$ cat src/rtl/profile_bus_pkg.sv
// Shared types and constants for the profiling bus-activity monitor.
package profile_bus_pkg;

  localparam int unsigned BEAT_W   = 9;
  localparam int unsigned BEAT_MAX = 511;

  typedef enum logic [1:0] {
    ST_IDLE,
    ST_ARBITRATE,
    ST_GRANTED,
    ST_TRANSFER
  } bus_state_e;

  function automatic logic [BEAT_W-1:0] beat_inc(input logic [BEAT_W-1:0] count,
                                                 input logic            beat);
    return (beat && count != BEAT_W'(BEAT_MAX)) ? count + 1'b1 : count;
  endfunction

endpackage

$ cat src/rtl/profile_bus_watchdog.sv
// Silent-cycle counter for the TRANSFER state; flags an abort on the limit-th silent cycle.
module profile_bus_watchdog #(
  parameter int unsigned WATCHDOG_CYCLES = 1024
) (
  input  logic clock,
  input  logic reset,
  input  logic clear,
  input  logic tick,
  output logic timeout
);

  localparam logic [15:0] LIMIT = 16'(WATCHDOG_CYCLES - 1);

  logic [15:0] cnt;

  assign timeout = tick && !clear && (cnt == LIMIT);

  always_ff @(posedge clock or negedge reset) begin
    if (!reset) begin
      cnt <= '0;
    end else if (clear) begin
      cnt <= '0;
    end else if (tick && cnt != '1) begin
      cnt <= cnt + 1'b1;
    end
  end

endmodule

$ cat src/rtl/profile_bus_monitor.sv
// Bus arbitration/transaction monitor producing the profiler's busIdle level and beat stats.
// Optional TRANSFER watchdog enabled by defining PROFILE_BUS_WATCHDOG_EN.
module profile_bus_monitor
  import profile_bus_pkg::*;
#(
  parameter int unsigned NUM_MASTERS     = 8,
  parameter int unsigned WATCHDOG_CYCLES = 1024
) (
  input  logic                   clock,
  input  logic                   reset,
  input  logic [NUM_MASTERS-1:0] busRequests,
  input  logic [NUM_MASTERS-1:0] busGrants,
  input  logic                   beginTransaction,
  input  logic                   endTransaction,
  input  logic                   dataValid,
  input  logic                   busError,
  input  logic [7:0]             burstSize,
  output logic                   busIdle,
  output logic                   arbitrationWait,
  output logic                   transactionDone,
  output logic [BEAT_W-1:0]      lastBeatCount,
  output logic                   beatMismatch,
  output logic                   errorSeen,
  output logic                   watchdogTimeout
);

  bus_state_e        state, state_d;
  logic [BEAT_W-1:0] beat_count, beat_d, expected, exp_d, last_d;
  logic [BEAT_W-1:0] beats_next, expected_new, dv_beats;
  logic              done_d, mism_d, err_d, wd_d, single_d;
  logic              any_req, any_gnt, terminate, wd_timeout;
  bus_state_e        exit_state;

`ifdef PROFILE_BUS_WATCHDOG_EN
  logic wd_clear, wd_tick;
  assign wd_tick  = (state == ST_TRANSFER);
  assign wd_clear = beginTransaction | dataValid | (state != ST_TRANSFER);

  profile_bus_watchdog #(
    .WATCHDOG_CYCLES(WATCHDOG_CYCLES)
  ) u_watchdog (
    .clock  (clock),
    .reset  (reset),
    .clear  (wd_clear),
    .tick   (wd_tick),
    .timeout(wd_timeout)
  );
`else
  assign wd_timeout = 1'b0;
`endif

  assign any_req      = |busRequests;
  assign any_gnt      = |busGrants;
  assign terminate    = endTransaction | busError;
  assign exit_state   = any_req ? ST_ARBITRATE : ST_IDLE;
  assign beats_next   = beat_inc(beat_count, dataValid);
  assign expected_new = BEAT_W'(burstSize) + 1'b1;
  assign dv_beats     = {{(BEAT_W-1){1'b0}}, dataValid};

  always_comb begin
    state_d  = state;
    beat_d   = beat_count;
    exp_d    = expected;
    last_d   = lastBeatCount;
    done_d   = 1'b0;
    mism_d   = 1'b0;
    wd_d     = 1'b0;
    single_d = 1'b0;
    err_d    = errorSeen | busError;
    if (state == ST_TRANSFER) begin
      if (terminate) begin
        state_d = exit_state;
        beat_d  = beats_next;
        last_d  = beats_next;
        done_d  = 1'b1;
        mism_d  = (beats_next != expected);
      end else if (beginTransaction) begin
        exp_d  = expected_new;
        beat_d = dv_beats;
        err_d  = 1'b1;
      end else if (wd_timeout) begin
        state_d = ST_IDLE;
        wd_d    = 1'b1;
        err_d   = 1'b1;
      end else begin
        beat_d = beats_next;
      end
    end else if (beginTransaction) begin
      exp_d  = expected_new;
      beat_d = dv_beats;
      if (terminate) begin
        // Single-cycle transaction: never enters TRANSFER, busIdle held low for its done cycle.
        single_d = 1'b1;
        state_d  = exit_state;
        last_d   = dv_beats;
        done_d   = 1'b1;
        mism_d   = (dv_beats != expected_new);
      end else begin
        state_d = ST_TRANSFER;
      end
    end else begin
      unique case (state)
        ST_IDLE:      if (any_gnt) state_d = ST_GRANTED;
                      else if (any_req) state_d = ST_ARBITRATE;
        ST_ARBITRATE: if (any_gnt) state_d = ST_GRANTED;
                      else if (!any_req) state_d = ST_IDLE;
        ST_GRANTED:   if (!any_gnt) state_d = exit_state;
        default:      state_d = state;
      endcase
    end
  end

  always_ff @(posedge clock or negedge reset) begin
    if (!reset) begin
      state           <= ST_IDLE;
      beat_count      <= '0;
      expected        <= '0;
      busIdle         <= 1'b1;
      arbitrationWait <= 1'b0;
      transactionDone <= 1'b0;
      lastBeatCount   <= '0;
      beatMismatch    <= 1'b0;
      errorSeen       <= 1'b0;
      watchdogTimeout <= 1'b0;
    end else begin
      state           <= state_d;
      beat_count      <= beat_d;
      expected        <= exp_d;
      busIdle         <= (state_d == ST_IDLE) && !single_d;
      arbitrationWait <= (state_d == ST_ARBITRATE);
      transactionDone <= done_d;
      lastBeatCount   <= last_d;
      beatMismatch    <= mism_d;
      errorSeen       <= err_d;
      watchdogTimeout <= wd_d;
    end
  end

endmodule
$ cat config.mk
export PLATFORM = sky130hd
export DESIGN_NAME = profile_bus_monitor
export DESIGN_NICKNAME = d
export VERILOG_FILES = /design/src/rtl/profile_bus_pkg.sv /design/src/rtl/profile_bus_watchdog.sv /design/src/rtl/profile_bus_monitor.sv
export SDC_FILE = /design/constraint.sdc
export NUM_CORES = 1
export LEC_CHECK = 0
export CORE_MARGIN = 2
export CORE_UTILIZATION = 26
export CTS_BUF_LIST = sky130_fd_sc_hd__clkbuf_16
export CTS_CLUSTER_DIAMETER = 50
export DETAILED_ROUTE_END_ITERATION = 10
export SLEW_MARGIN = 10
export SYNTH_ARGS = -nofsm -noshare
export SYNTH_HDL_FRONTEND = slang
export SYNTH_SLANG_ARGS = --single-unit
$ cat constraint.sdc
create_clock -name clock -period 6.8 [get_ports clock]
set_input_delay 1.02 -clock clock [delete_from_list [all_inputs] [get_ports clock]]
set_output_delay 1.02 -clock clock [all_outputs]
set_load 0.005 [all_outputs]
==> reports/metrics.yaml <==
ys.flop_type: "dfrtp_1"
avgSynthCellArea_sq_um: 8.983
holdPathStages: 1
die_x_microns: 92.76
die_h_microns: 92.76
tightest_slew_ps: 996.5
max_slew_margin_pct: 33.12
timing.final.ws_setup_ps: 3878
synthToLayoutAreaGrowth_pct: 30.54
tritoncts: "yes"
drv_cap: 0
r2r_cells: 10
fillers: 799
yosysWarnings: 0
drt_wl_total_microns: 5019
mostFrequentLayoutCell: "clkdlybuf4s50_1"
crit_chain: "ha_1 -> and3_1 -> and3_1 -> ha_1 -> nand3b_1 -> nor2_1 -> xnor2_1 -> xor2_1 -> o2111ai_1 -> o31a_1"
grt_pass1_vias: 1689
critical_path_class: "reg2reg"
cp_slowest_stage_delay_ps: 480
post-cts-setup-buffers: 0
netlist_area_sq_um: 2048
h-tree-depth: 2
rr_endpoint: "beatMismatch$_DFF_PN0_"
reg2reg_slack_ps: 3880
root_buffer: "clkbuf_16"
die-area_sq_um: 8603
start_kind: "register"
clk_pin_slew_ps: 50
p_per_area_nw_per_um2: 215.7
crit_start: "beat_count[0]$_DFFE_PN0N_"
antenna_left: 0
grt_start_max_net_pins: 35
dr.first_iter.drc_count: 72
vias: 1711
rows: 32
synth_edf_count: 0
dp.cells: 360
final-seq-area_sq_um: 852.1
finalHoldViolCount: 0
diodes: 0
synth_seq_cells: 34
cts_resized: 0
finalNetCount: 298
gp_congestion: 0.8318
yosysUniqueCellTypes: 49
grt_usage_pct: 12.44
wl_met2_microns: 2309
drtPass1Iterations: 4
clk_latency_ps: 280
synth_nets: 261
grt_remaining_overflow: 0
fin_crit_sh_pct: 42.97
antenna_found_initial: 0
clock_sinks: 34
io_pins: 45
hpwl_microns: 3717
core_sq_um: 7687
seq_area_frac_synth_pct: 41.60
cp_max_fo: 8
hold_path_end: "errorSeen$_DFF_PN0_"
cpMaxStageDelayCell: "dfrtp_1"
cts_hold_buf: 0
final_cell_mix: "clkdlybuf4s50_1, nand2_1, dfrtp_1"
top_layer: "met4"
clockBufferDepth: 2
outcome: "complete, no violations"
min_period_ps: 2922
worstHoldStart: "errorSeen$_DFF_PN0_"
tns_ps: 0
grt_pass1_wl_microns: 8376
viasPerCell: 4.649
multi_input_area_sq_um: 1107
route.met3.wl_microns: 162
setup_violations: 0
synth_cells: 228
holdCritPathClass: "reg2reg"
io_buffers: 43
wl_met1_microns: 2479
stdcell_count: 368
rsz0062_at_grt: "no"
synthArstFlopShare_pct: 100.0
drive_gt1_share_pct: 5.263
rr_startpoint: "beat_count[0]$_DFFE_PN0N_"
drc: 0
leakage_nw: 1.033
drv_slew: 0
crit_arrival_ps: 3070
place_area_sq_um: 2536
ir_drop_mv: 0.1422
start_util_pct: 26.64
clock.fmax_mhz: 342.2
fin_worst_skew_ps: 4.818
end_kind: "register"
dp_slack_ps: 3611
required_ps: 6950
design_area_sq_um: 2674
cts_made_buffers: 5
wl_per_cell_microns: 13.64
post-route-util_pct: 34.78
## power breakdown
group	total (mW)	leakage [nW]	internal (mW)	switching (mW)
Combinational	0.124	0.526	0.0604	0.0634
Clock	0.215	0.0724	0.132	0.0829
Sequential	0.238	0.434	0.220	0.0173
## logic make-up after synthesis
logic type      count (synthesis)  synth area share [%]
compound gates                 62                 18.69
xor+xnor                       25                 10.69
fa+ha+maj                       4                 2.322
buf+inv                        17                 4.336
flops                          34                 41.60
mux                             4                 2.016
other cells                     1                0.1831
simple gates                   81                 20.16
## stage by stage
step                      hold WS (ps)  total power [mW]
after floorplan                  464.1            0.3136
after global placement           460.5            0.3638
after detailed placement         458.1            0.3649
after CTS                        471.8            0.5804
after global routing             509.3            0.6038
final                            465.5            0.5767
## area by class of cell
cell class / count / area share [%]
clock inverter: 3 / 0.4679
tap: 102 / 4.773
multi-input combinational: 177 / 41.41
sequential: 34 / 31.87
inverter: 3 / 0.4212
timing repair buffer: 44 / 16.38
clock buffer: 5 / 4.679
## synth_stat cells, types with 3 or more instances
| library cell | count | area share [%] |
|---|---|---|
| ha_1 | 3 | 1.8 |
| nor2_1 | 10 | 1.8 |
| xnor2_1 | 13 | 5.6 |
| o21ai_0 | 33 | 8.1 |
| nor3_1 | 4 | 0.98 |
| nand2_1 | 37 | 6.8 |
| nand3_1 | 3 | 0.73 |
| mux2i_1 | 3 | 1.5 |
| clkbuf_1 | 7 | 1.3 |
| a22o_1 | 3 | 1.3 |
| a31oi_1 | 3 | 0.92 |
| inv_1 | 3 | 0.55 |
| and3_1 | 4 | 1.2 |
| nand4_1 | 3 | 0.92 |
| a21oi_1 | 11 | 2.7 |
| dfrtp_1 | 33 | 40 |
| xor2_1 | 12 | 5.1 |
## worst max path at each step
stage               slack, ps                      to  cells after the start
floorplan                4320  beatMismatch$_DFF_PN0_                     10
global placement         3670  beatMismatch$_DFF_PN0_                      7
detailed placement       3610  beatMismatch$_DFF_PN0_                      7
CTS                      3900  beatMismatch$_DFF_PN0_                     10
global route             3650  beatMismatch$_DFF_PN0_                     10
finish                   3880  beatMismatch$_DFF_PN0_                     10
## sequential cells by signal, summed over array words and instances (netlist names)
signal	count
transactionDone	1
errorSeen	1
beat_count	9
state	2
lastBeatCount	9
busIdle	1
beatMismatch	1
arbitrationWait	1
expected	9
## metal layers
metal  up-vias  track usage [%]
li1        886                -
met1       792            17.42
met2        27            18.86
met3         6            2.848
met4         0            4.289
met5         -                0
## critical path, delay by kind of cell, from the launching register on
family / cells / cell delay, ps
flip-flops: 1 / 480
AND/OR/NAND/NOR: 4 / 940
AO/OA/AOI/OAI: 2 / 470
XOR/XNOR: 2 / 380
adder cells (fa/ha/maj): 2 / 530
Power figures use the tool's default switching activity.
